### config.mk
export PLATFORM = sky130hd
export DESIGN_NAME = rv32e_fetch_unit_flat
export DESIGN_NICKNAME = d
export VERILOG_FILES = /design/src/rtl/rv32e_fetch_unit_if.sv /design/src/rtl/rv32e_fetch_unit.sv /design/src/flat_wrapper.sv
export SDC_FILE = /design/constraint.sdc
export NUM_CORES = 1
export LEC_CHECK = 0
export CORE_UTILIZATION = 35
export DETAILED_ROUTE_END_ITERATION = 10
export HOLD_SLACK_MARGIN = 0.03
export PLACE_DENSITY = 0.56
export REMOVE_ABC_BUFFERS = 1
export SLEW_MARGIN = 20
export SYNTH_ARGS = -nofsm -noshare
export SYNTH_HDL_FRONTEND = slang
export SYNTH_SLANG_ARGS = --single-unit
### constraint.sdc
create_clock -name clk -period 3.72 [get_ports clk]
set_input_delay 0.558 -clock clk [delete_from_list [all_inputs] [get_ports clk]]
set_output_delay 0.558 -clock clk [all_outputs]
set_load 0.03 [all_outputs]
### src/rtl/rv32e_fetch_unit_if.sv
// Program-bus and decode-side handshake bundle for the RV32E fetch unit.
// master = fetch unit, slave = ROM/decode environment.
interface rv32e_fetch_unit_if;
    logic [31:0] program_addr_bus;
    logic [31:0] program_data_bus;
    logic        redirect_valid;
    logic [31:0] redirect_pc;
    logic        instr_valid;
    logic        instr_ready;
    logic [31:0] instr_data;
    logic [31:0] instr_pc;

    modport master (
        output program_addr_bus,
        input  program_data_bus,
        input  redirect_valid,
        input  redirect_pc,
        output instr_valid,
        input  instr_ready,
        output instr_data,
        output instr_pc
    );

    modport slave (
        input  program_addr_bus,
        output program_data_bus,
        output redirect_valid,
        output redirect_pc,
        input  instr_valid,
        output instr_ready,
        input  instr_data,
        input  instr_pc
    );
endinterface

### src/rtl/rv32e_fetch_unit.sv
// RV32E instruction fetch: sequential word fetch into a DEPTH-entry prefetch FIFO,
// delivering {pc, instr} over valid/ready, with flush-and-resteer on redirect.
module rv32e_fetch_unit #(
    parameter logic [31:0] RESET_PC = 32'h0000_0000,
    parameter int unsigned DEPTH    = 4
) (
    input logic                clk,
    input logic                reset,
    rv32e_fetch_unit_if.master bus
);

    localparam int unsigned    PTR_W    = $clog2(DEPTH);
    localparam logic [PTR_W:0] FULL_CNT = (PTR_W + 1)'(DEPTH);

    logic [31:0]      fetch_pc_q, fetch_pc_d;
    logic [PTR_W-1:0] rd_ptr_q, rd_ptr_d;
    logic [PTR_W-1:0] wr_ptr_q, wr_ptr_d;
    logic [PTR_W:0]   count_q, count_d;

    logic [31:0] pc_mem   [DEPTH];
    logic [31:0] data_mem [DEPTH];

    logic head_valid;
    logic push;
    logic pop;

    // Low address bits of a redirect target are dropped by word alignment.
    logic unused_redirect_lsb;
    assign unused_redirect_lsb = ^bus.redirect_pc[1:0];

    assign head_valid = (count_q != '0);

    always_comb begin
        pop        = head_valid && bus.instr_ready && !bus.redirect_valid;
        push       = !bus.redirect_valid && ((count_q < FULL_CNT) || pop);
        fetch_pc_d = fetch_pc_q;
        rd_ptr_d   = rd_ptr_q;
        wr_ptr_d   = wr_ptr_q;
        count_d    = count_q;

        if (bus.redirect_valid) begin
            fetch_pc_d = {bus.redirect_pc[31:2], 2'b00};
            rd_ptr_d   = '0;
            wr_ptr_d   = '0;
            count_d    = '0;
        end else begin
            if (push) begin
                wr_ptr_d   = wr_ptr_q + PTR_W'(1);
                fetch_pc_d = fetch_pc_q + 32'd4;
            end
            if (pop) begin
                rd_ptr_d = rd_ptr_q + PTR_W'(1);
            end
            unique case ({push, pop})
                2'b10:   count_d = count_q + 1'b1;
                2'b01:   count_d = count_q - 1'b1;
                default: count_d = count_q;
            endcase
        end
    end

    always_ff @(posedge clk or negedge reset) begin
        if (!reset) begin
            fetch_pc_q <= RESET_PC;
            rd_ptr_q   <= '0;
            wr_ptr_q   <= '0;
            count_q    <= '0;
        end else begin
            fetch_pc_q <= fetch_pc_d;
            rd_ptr_q   <= rd_ptr_d;
            wr_ptr_q   <= wr_ptr_d;
            count_q    <= count_d;
        end
    end

    // Storage needs no reset: entries are only visible through count.
    always_ff @(posedge clk) begin
        if (push) begin
            pc_mem[wr_ptr_q]   <= fetch_pc_q;
            data_mem[wr_ptr_q] <= bus.program_data_bus;
        end
    end

    assign bus.program_addr_bus = fetch_pc_q;
    assign bus.instr_valid      = head_valid;
    assign bus.instr_data       = head_valid ? data_mem[rd_ptr_q] : 32'h0;
    assign bus.instr_pc         = head_valid ? pc_mem[rd_ptr_q]   : 32'h0;

endmodule
### src/flat_wrapper.sv
// flat-port wrapper written by rule: the top's interface ports become plain ports
module rv32e_fetch_unit_flat 
#(
    parameter logic [31:0] RESET_PC = 32'h0000_0000,
    parameter int unsigned DEPTH    = 4
)
  (clk, reset, bus_program_addr_bus, bus_program_data_bus, bus_redirect_valid, bus_redirect_pc, bus_instr_valid, bus_instr_ready, bus_instr_data, bus_instr_pc);
  rv32e_fetch_unit_if bus_i ();
  input logic clk;
  input logic reset;
  output wire logic [$bits(bus_i.program_addr_bus)-1:0] bus_program_addr_bus;
  input wire logic [$bits(bus_i.program_data_bus)-1:0] bus_program_data_bus;
  input wire logic [$bits(bus_i.redirect_valid)-1:0] bus_redirect_valid;
  input wire logic [$bits(bus_i.redirect_pc)-1:0] bus_redirect_pc;
  output wire logic [$bits(bus_i.instr_valid)-1:0] bus_instr_valid;
  input wire logic [$bits(bus_i.instr_ready)-1:0] bus_instr_ready;
  output wire logic [$bits(bus_i.instr_data)-1:0] bus_instr_data;
  output wire logic [$bits(bus_i.instr_pc)-1:0] bus_instr_pc;
  assign bus_program_addr_bus = bus_i.program_addr_bus;
  assign bus_i.program_data_bus = bus_program_data_bus;
  assign bus_i.redirect_valid = bus_redirect_valid;
  assign bus_i.redirect_pc = bus_redirect_pc;
  assign bus_instr_valid = bus_i.instr_valid;
  assign bus_i.instr_ready = bus_instr_ready;
  assign bus_instr_data = bus_i.instr_data;
  assign bus_instr_pc = bus_i.instr_pc;
  rv32e_fetch_unit #(.RESET_PC(RESET_PC), .DEPTH(DEPTH)) u_core (.clk(clk), .reset(reset), .bus(bus_i));
endmodule
==> out/metrics.csv, run 1 <==
stage,metric,value,unit
pwr,vdd_drop_max,0.000312,V
clock_network,ctsHoldBuffers,0,
worst_setup_path,ff2ff_path_depth,4,
worst_setup_path,critPathCaptureType,primary output,
synthesis,synth_seq_cells,285,
timing,whs,158,ps
synthesis,netlist_area,0.0118,sq mm
layout,final_common_cell,edfxtp_1,
pwr,leakagePower,4.97,nW
timing,fin_skew,13.1,ps
worst_setup_path,max_stage_delay,840,ps
layout,final_cell_area,0.0150,sq mm
pwr,combPwrFrac,32.6,%
grt,grt_pass1_vias,6808,
worst_setup_path,crit_chain,"or3_2, buf_12, and2_1, clkdlybuf4s50_1",
synthesis,async_flop_share,13.0,%
worst_setup_path,cp-start-kind,flip-flop,
drt,postRouteAntennaNets,0,
synthesis,yosysUniqueCellTypes,53,
placed_design,hpwl,16900,um
layout,layout_common_cells,"edfxtp_1 (248), clkdlybuf4s50_1 (156), mux4_2 (62), and2_1 (62), dfrtp_1 (35)",
drt,vias_per_cell,5.05,
drt,wl_per_cell,20.1,um
worst_setup_path,crit_family,simple AND/OR/NAND/NOR gates,
worst_setup_path,r2r-end,u_core.bus.program_addr_bus[31],
die,die_w,186,um
pwr,p_sw,3.31,mW
timing,tightestPinTransition,978,ps
timing,rsz0062_at_grt,no,
clock_network,h-tree-depth,1,
synthesis,synth_edf_count,248,
pwr,clkPwrFrac,28.2,%
clock_network,cts_buffer_depth,3,
die,core,0.0329,sq mm
layout,finalCoreUtilization,45.8,%
clock_network,cts_buffers,30,
layout,drive_gt1_share,17.1,%
synthesis,ys_seq_area_share,70.9,%
layout,multi_input_area,0.00321,sq mm
layout,fin_nets,934,
die,dieArea,0.0345,sq mm
pwr,internal-power,7.29,mW
pwr,power.density,704,mW/mm^2
timing,finalWorstSetupSlack,186,ps
layout,diodes,0,
clock_network,cts_resized,0,
grt,grt_pass1_wl,40600,um
timing,drv_slew,0,
drt,dr.pass1.iters,5,
worst_setup_path,timing.critical_path.buf_inv,2,
placed_design,port_buffers,158,
pwr,sequentialPowerShare,39.2,%
grt,grt_max_degree,44,
synthesis,netlist_instances,687,
synthesis,ys_warn_count,0,
synthesis,synth_flop_cell,edfxtp_1,
hold_path,hold_class,in2async,
layout,seq_area,0.00838,sq mm
timing,period_share,95.0,%
drt,drc_errors,0,
timing,finalCriticalPeriod,3530,ps
clock_network,clock_latency,550,ps
worst_setup_path,regToRegSetupSlack,1610,ps
timing,fmax,283,MHz
drt,drt-initial-drc-count,373,
clock_network,cts_tree,yes,
die,io_pins,165,
worst_setup_path,cp.arrival,2980,ps
layout,syn_to_final_growth,27.4,%
grt,grt_usage,15.6,%
die,start_util,35.9,%
die,fp.dieH,186,um
placed_design,placedInstanceArea,0.0140,sq mm
placed_design,routabilityCongestion,0.721,
clock_network,cts.sinks,285,
grt,grt_overflow,0,
grt,antenna_found_initial,0,
timing,final_hold_viol_count,0,
worst_setup_path,r2r_start,u_core.bus.program_addr_bus[10],
worst_setup_path,worst_path_max_delay_cell,or3_2,
outcome,status,completed,
synthesis,synth_area_per_cell,17.2,sq um
placed_design,pre_cts_ws,716,ps
flow_run,maxCapViolCount,0,
pwr,p_sw_share,31.3,%
layout,fillCellCount,2933,
clock_network,clockRootBuffer,clkbuf_16,
worst_setup_path,cp.required,3160,ps
drt,dr_total_vias,6690,
clock_network,post_cts.repair.setup_buffers,0,
drt,routed_wl,26700,um
timing,slew_headroom,34.8,%
timing,setup_viol,0,
clock_network,clk_pin_slew,60,ps
worst_setup_path,worst-setup-path-type,reg2out,
worst_setup_path,crit_fanout,33,
die,num_rows,66,
## power groups by stage
stage / Combinational (mW) / Clock (mW) / Sequential [mW]
after floorplan: 1.94 / 0 / 4.33
after global placement: 3.50 / 0 / 4.22
after detailed placement: 3.52 / 0 / 4.23
after CTS: 3.52 / 3.07 / 4.17
after global routing: 3.68 / 3.20 / 4.21
final: 3.45 / 2.99 / 4.16
## logic make-up (layout without fill, tap and decap cells)
group	Yosys count	count (layout)	share of synthesized area [%]
XOR/XNOR	10	10	0.742
buffers and inverters	59	252	2.22
AND/OR/NAND/NOR	203	203	9.74
flip-flops	285	285	70.9
adder cells (fa/ha/maj)	6	6	0.699
other	1	5	0.0318
multiplexers	63	63	11.9
AO/OA/AOI/OAI	60	60	3.76
## worst max path at each step
stage / slack [ps] / cells past startpoint / end / start
2_1_floorplan: -270 / 2 / bus_instr_data[0] / u_core.rd_ptr_q[0]
3_3_place_gp: 730 / 4 / bus_instr_pc[27] / u_core.count_q[2]
3_5_place_dp: 720 / 4 / bus_instr_pc[26] / u_core.count_q[2]
4_1_cts: 130 / 4 / bus_instr_pc[26] / u_core.count_q[2]
5_1_grt: 20 / 4 / bus_instr_pc[26] / u_core.count_q[2]
6_report: 190 / 4 / bus_instr_pc[26] / u_core.count_q[2]
## registers in the layout, summed over array words and instances (netlist names)
name and cells:
u_core.bus.program_addr_bus 30, u_core.wr_ptr_q 2, u_core.pc_mem 120, u_core.rd_ptr_q 2
u_core.count_q 3, u_core.data_mem 128
## per-layer routing
metal  track usage [%]  up-vias  routed length, um
li1                  -     3066                  -
met1              21.9     3413              12100
met2              25.7      184              12900
met3              2.56       27               1410
met4              3.05        0                289
met5                 0        -                  0
## synthesized netlist by cell type (all sizes together) (3+ instances only)
master    n  area share [%]
a211oi    4            0.25
a21oi     7            0.30
a22oi     6            0.38
a311o     3            0.25
a31oi     4            0.21
and2     62             3.3
and3      9            0.48
and4      3            0.22
buf      24             1.1
clkbuf   23            0.73
dfrtp    37             7.8
edfxtp  248              63
ha        5            0.53
inv      11            0.35
mux4     62              12
nand2    25            0.79
nand3    29             1.2
nand4    21             1.3
nor2     26            0.83
nor2b     5            0.26
nor3      6            0.25
nor4      5            0.32
o21ai    11            0.47
o311ai    5            0.50
o31ai    10            0.64
or4       3            0.22
xnor2     7            0.52
xor2      3            0.22
## through the flow
stage | total power, mW | TNS (ps) | instances
after CTS | 10.8 | 0 | 1326
after detailed placement | 7.75 | 0 | 1270
final | 10.6 | 0 | 1326
after global routing | 11.1 | 0 | 1326
after floorplan | 6.27 | -16910 | 644
after global placement | 7.73 | 0 | 1270
## final cells by class
type	instances	area share (%)
Clock buffer	43	5.72
Clock inverter	13	0.931
Sequential cell	285	55.7
Tap cell	442	3.68
Multi-Input combinational cell	347	21.3
Timing Repair Buffer	184	12.3
Inverter	12	0.299
## worst register-to-register path, stage by stage (launching register included)
cell,delay (ps)
dfrtp_1,550
nand4_2,310
nor4_2,820
nand4_1,220
nand3_1,150
Note: power is estimated with default switching activity, not from simulation.
==> run 2, diff against run 1 <==
- CORE_ASPECT_RATIO: not set -> 0.75
==> out/metrics.csv, run 2 (same netlist as run 1, synthesis figures left out) <==
stage,metric,value,unit
timing,fmax,297,MHz
worst_setup_path,crit_path_end,bus_instr_pc[31],
grt,grt_overflow,0,
pwr,leakagePower,4.92,nW
drt,wl_per_cell,21.0,um
layout,final_cell_area,0.0150,sq mm
pwr,power.density,704,mW/mm^2
layout,finalCoreUtilization,45.6,%
die,die_w,214,um
flow_run,maxCapViolCount,0,
grt,grt_pass1_wl,42500,um
placed_design,placedInstanceArea,0.0140,sq mm
drt,postRouteAntennaNets,0,
layout,regMostFlops,u_core.data_mem,
pwr,vdd_drop_max,0.000444,V
placed_design,port_buffers,158,
timing,rsz0062_at_grt,no,
die,fp.dieH,161,um
clock_network,cts_buffers,29,
layout,diodes,0,
drt,drc_errors,0,
drt,vias_per_cell,5.12,
grt,grt_max_degree,49,
layout,largest_reg_flops,128,
layout,fin_nets,931,
die,core,0.0328,sq mm
drt,dr.pass1.iters,4,
worst_setup_path,r2r-end,u_core.pc_mem[0][28],
worst_setup_path,cp-start-kind,flip-flop,
grt,antenna_found_initial,0,
worst_setup_path,cp.arrival,2810,ps
worst_setup_path,critPathCaptureType,primary output,
placed_design,hpwl,17600,um
placed_design,routabilityCongestion,0.762,
die,dieArea,0.0345,sq mm
grt,grt_usage,16.2,%
clock_network,cts_buffer_depth,3,
layout,layout_common_cells,"edfxtp_1 (248), clkdlybuf4s50_1 (156), mux4_2 (62), and2_1 (62), dfrtp_1 (35)",
drt,dr_total_vias,6764,
clock_network,clk_pin_slew,60,ps
die,start_util,36.0,%
worst_setup_path,cp.required,3160,ps
hold_path,hold_class,in2async,
clock_network,post_cts.repair.setup_buffers,0,
clock_network,cts_resized,0,
clock_network,h-tree-depth,1,
pwr,fin_total_pwr,10.5,mW
worst_setup_path,worst-setup-path-type,reg2out,
timing,fin_skew,13.8,ps
timing,whs,140,ps
worst_setup_path,regToRegSetupSlack,1530,ps
outcome,status,completed,
grt,grt_pass1_vias,6861,
die,num_rows,57,
layout,syn_to_final_growth,26.8,%
layout,instances_no_fill,1321,
worst_setup_path,crit_fanout,10,
drt,routed_wl,27700,um
worst_setup_path,r2r_start,u_core.count_q[2],
clock_network,cts_tree,yes,
drt,drt-initial-drc-count,533,
layout,drive_gt1_share,16.4,%
timing,final_hold_viol_count,0,
placed_design,place_inst,1268,
timing,finalCriticalPeriod,3370,ps
timing,setup_viol,0,
die,io_pins,165,
clock_network,clock_latency,560,ps
worst_setup_path,critPathLaunch,u_core.rd_ptr_q[0],
timing,slew_headroom,37.7,%
clock_network,clockRootBuffer,clkbuf_16,
timing,tightestPinTransition,927,ps
worst_setup_path,ff2ff_path_depth,3,
timing,period_share,90.5,%
clock_network,cts.sinks,285,
clock_network,ctsHoldBuffers,0,
layout,final_common_cell,edfxtp_1,
timing,drv_slew,0,
==> run 2: cell count changes in the layout (fill, tap and decap cells not counted), sizes merged <==
cell,before,now
inv,11,12
buf,28,26
clkbuf,43,40
bufinv,3,2
==> run 2: layout make-up <==
class,instances,area (sq um)
Clock inverter,13,124
Fill cell,2908,17800
Tap cell,442,553
Inverter,12,45.0
Clock buffer,40,808
Multi-Input combinational cell,347,3210
Timing Repair Buffer,182,1850
Sequential cell,285,8380
==> run 2: worst max-delay path, stage by stage (launching register included) <==
cell             delay (ps)
dfrtp_4                 590
buf_4                   310
mux4_2                  560
and2_1                  190
clkdlybuf4s50_1         590
==> run 2: worst min path at each step <==
stage                     slack, ps                               to  cells after the start                            start
final                           140   u_core.bus.program_addr_bus[3]                      1                            reset
after global routing            190   u_core.bus.program_addr_bus[2]                      1                            reset
after floorplan                 260  u_core.bus.program_addr_bus[10]                      0                            reset
after global placement          590             u_core.pc_mem[2][30]                      0  u_core.bus.program_addr_bus[30]
after detailed placement        600             u_core.pc_mem[0][30]                      0  u_core.bus.program_addr_bus[30]
after CTS                       150   u_core.bus.program_addr_bus[3]                      1                            reset
==> run 2: per-layer routing <==
layer / global-route usage (%) / part of all wire (%) / vias to the layer above / wire (um)
met5: 0 / 0 / - / 0
met4: 3.41 / 1.6 / 0 / 450
met3: 3.52 / 6.3 / 33 / 1750
met2: 23.4 / 43 / 224 / 11900
met1: 24.9 / 49 / 3448 / 13600
li1: - / - / 3059 / -
==> run 2: through the flow <==
stage / worst slack [ps] / TNS (ps)
detailed placement: 848 / 0
global route: 234 / 0
global placement: 851 / 0
floorplan: -273 / -16910
CTS: 278 / 0
finish: 354 / 0
==> run 2: power by group <==
part	switching, mW	internal, mW	total (mW)	leakage (nW)
logic	1.94	1.58	3.51	1.75
registers	0.249	3.90	4.15	2.71
clock network	1.21	1.66	2.87	0.453
total	3.40	7.14	10.5	4.92
==> run 3, diff against run 2 <==
- CTS_CLUSTER_DIAMETER: not set -> 100
- CTS_CLUSTER_SIZE: not set -> 16
==> out/metrics.csv, run 3 (same netlist as run 1, synthesis figures left out) <==
stage,metric,value,unit
pwr,fin_total_pwr,9.80,mW
timing,slew_headroom,36.7,%
grt,grt_max_degree,49,
clock_network,post_cts.repair.setup_buffers,0,
die,start_util,36.0,%
worst_setup_path,crit_fanout,10,
grt,grt_overflow,0,
placed_design,hpwl,17600,um
drt,drc_errors,0,
die,dieArea,0.0345,sq mm
clock_network,ctsHoldBuffers,0,
die,core,0.0328,sq mm
timing,tightestPinTransition,941,ps
worst_setup_path,cp-start-kind,flip-flop,
pwr,power.density,669,mW/mm^2
hold_path,hold_class,in2async,
pwr,combPwrFrac,35.8,%
layout,instances_no_fill,1306,
timing,period_share,89.4,%
pwr,vdd_drop_max,0.000368,V
clock_network,clock_latency,510,ps
pwr,p_sw_share,33.2,%
layout,drive_gt1_share,14.6,%
timing,rsz0062_at_grt,no,
pwr,sequentialPowerShare,42.3,%
pwr,p_sw,3.25,mW
timing,whs,175,ps
layout,fillCellCount,2938,
placed_design,routabilityCongestion,0.762,
layout,syn_to_final_growth,23.9,%
timing,final_hold_viol_count,0,
die,num_rows,57,
flow_run,maxCapViolCount,0,
clock_network,cts.sinks,285,
layout,multi_input_area,0.00321,sq mm
drt,routed_wl,27400,um
drt,postRouteAntennaNets,0,
layout,seq_area,0.00838,sq mm
placed_design,port_buffers,158,
drt,dr.pass1.iters,5,
pwr,leakagePower,4.75,nW
drt,wl_per_cell,21.0,um
pwr,internal-power,6.54,mW
outcome,status,completed,
grt,grt_pass1_wl,42100,um
layout,largest_reg_flops,128,
die,io_pins,165,
timing,drv_slew,0,
layout,fin_nets,923,
grt,grt_usage,15.9,%
layout,regMostFlops,u_core.data_mem,
clock_network,cts_buffer_depth,3,
timing,fmax,301,MHz
clock_network,clockRootBuffer,clkbuf_16,
worst_setup_path,cp.required,3160,ps
drt,drt-initial-drc-count,499,
clock_network,h-tree-depth,1,
layout,layout_common_cells,"edfxtp_1 (248), clkdlybuf4s50_1 (156), mux4_2 (62), and2_1 (62), dfrtp_1 (35)",
placed_design,place_inst,1268,
timing,finalCriticalPeriod,3330,ps
worst_setup_path,worst-setup-path-type,reg2out,
clock_network,cts_tree,yes,
clock_network,clk_pin_slew,70,ps
clock_network,cts_resized,0,
timing,setup_viol,0,
timing,fin_skew,8.44,ps
pwr,clkPwrFrac,21.8,%
die,die_w,214,um
worst_setup_path,critPathCaptureType,primary output,
layout,diodes,0,
layout,final_common_cell,edfxtp_1,
grt,grt_pass1_vias,6799,
worst_setup_path,cp.arrival,2770,ps
die,fp.dieH,161,um
drt,dr_total_vias,6694,
drt,vias_per_cell,5.13,
clock_network,cts_buffers,21,
grt,antenna_found_initial,0,
==> run 3: cell count changes in the layout (fill, tap and decap cells not counted), sizes merged <==
| cell | previous run | this run |
|---|---|---|
| bufinv | 2 | 0 |
| clkbuf | 40 | 36 |
| clkinv | 10 | 2 |
| clkinvlp | 1 | 0 |
==> run 3: per-stage QoR <==
stage               instance area, sq um  util, %  setup TNS [ps]  setup slack, ps
floorplan                          11600        -          -16910             -273
CTS                                14600     44.6               0              331
global route                       14600     44.6               0              284
global placement                   14000     42.8               0              851
detailed placement                 14000     42.8               0              848
finish                             14600     44.6               0              395
==> run 3: worst paths after layout <==
path | start | endpoint | slack, ps | depth (start not counted)
setup / recovery | u_core.rd_ptr_q[0] | bus_instr_pc[31] | 390 | 4
hold / removal | reset | u_core.bus.program_addr_bus[3] | 170 | 1
setup reg to reg | u_core.count_q[2] | u_core.data_mem[0][15] | 1550 | 3
hold reg to reg | u_core.count_q[1] | u_core.count_q[1] | 610 | 2
max in group asynchronous | reset | u_core.rd_ptr_q[0] | 2870 | 1
min in group clk | bus_redirect_valid | u_core.rd_ptr_q[1] | 480 | 2
==> run 3: worst max-delay path, cell delays in order (launching register included) <==
cell	delay, ps
dfrtp_4	600
buf_4	310
mux4_2	560
and2_1	190
clkdlybuf4s50_1	590
==> run 3: power by group through the flow <==
stage	logic (mW)	registers (mW)	clock network, mW
after detailed placement	3.59	4.22	0
after global routing	3.75	4.19	2.31
after global placement	3.58	4.21	0
final	3.51	4.15	2.14
after floorplan	1.94	4.33	0
after CTS	3.60	4.15	2.21
==> run 3: area by class of cell <==
class | instances | area share, %
clock buffers | 36 | 3.98
clock inverters | 2 | 0.0940
inverters | 12 | 0.308
multi-input cells | 347 | 21.9
flip-flops and latches | 285 | 57.3
well taps | 442 | 3.78
repair buffers | 182 | 12.7
==> run 3: layer usage <==
metal  global-route usage (%)  part of all wire [%]  routed length (um)  vias to the layer above
met5                        0                     0                   0                        -
met4                     2.99                   1.7                 462                        0
met3                     2.62                   5.9                1620                       34
met2                     23.3                    43               11800                      236
met1                     24.9                    49               13500                     3379
li1                         -                     -                   -                     3045
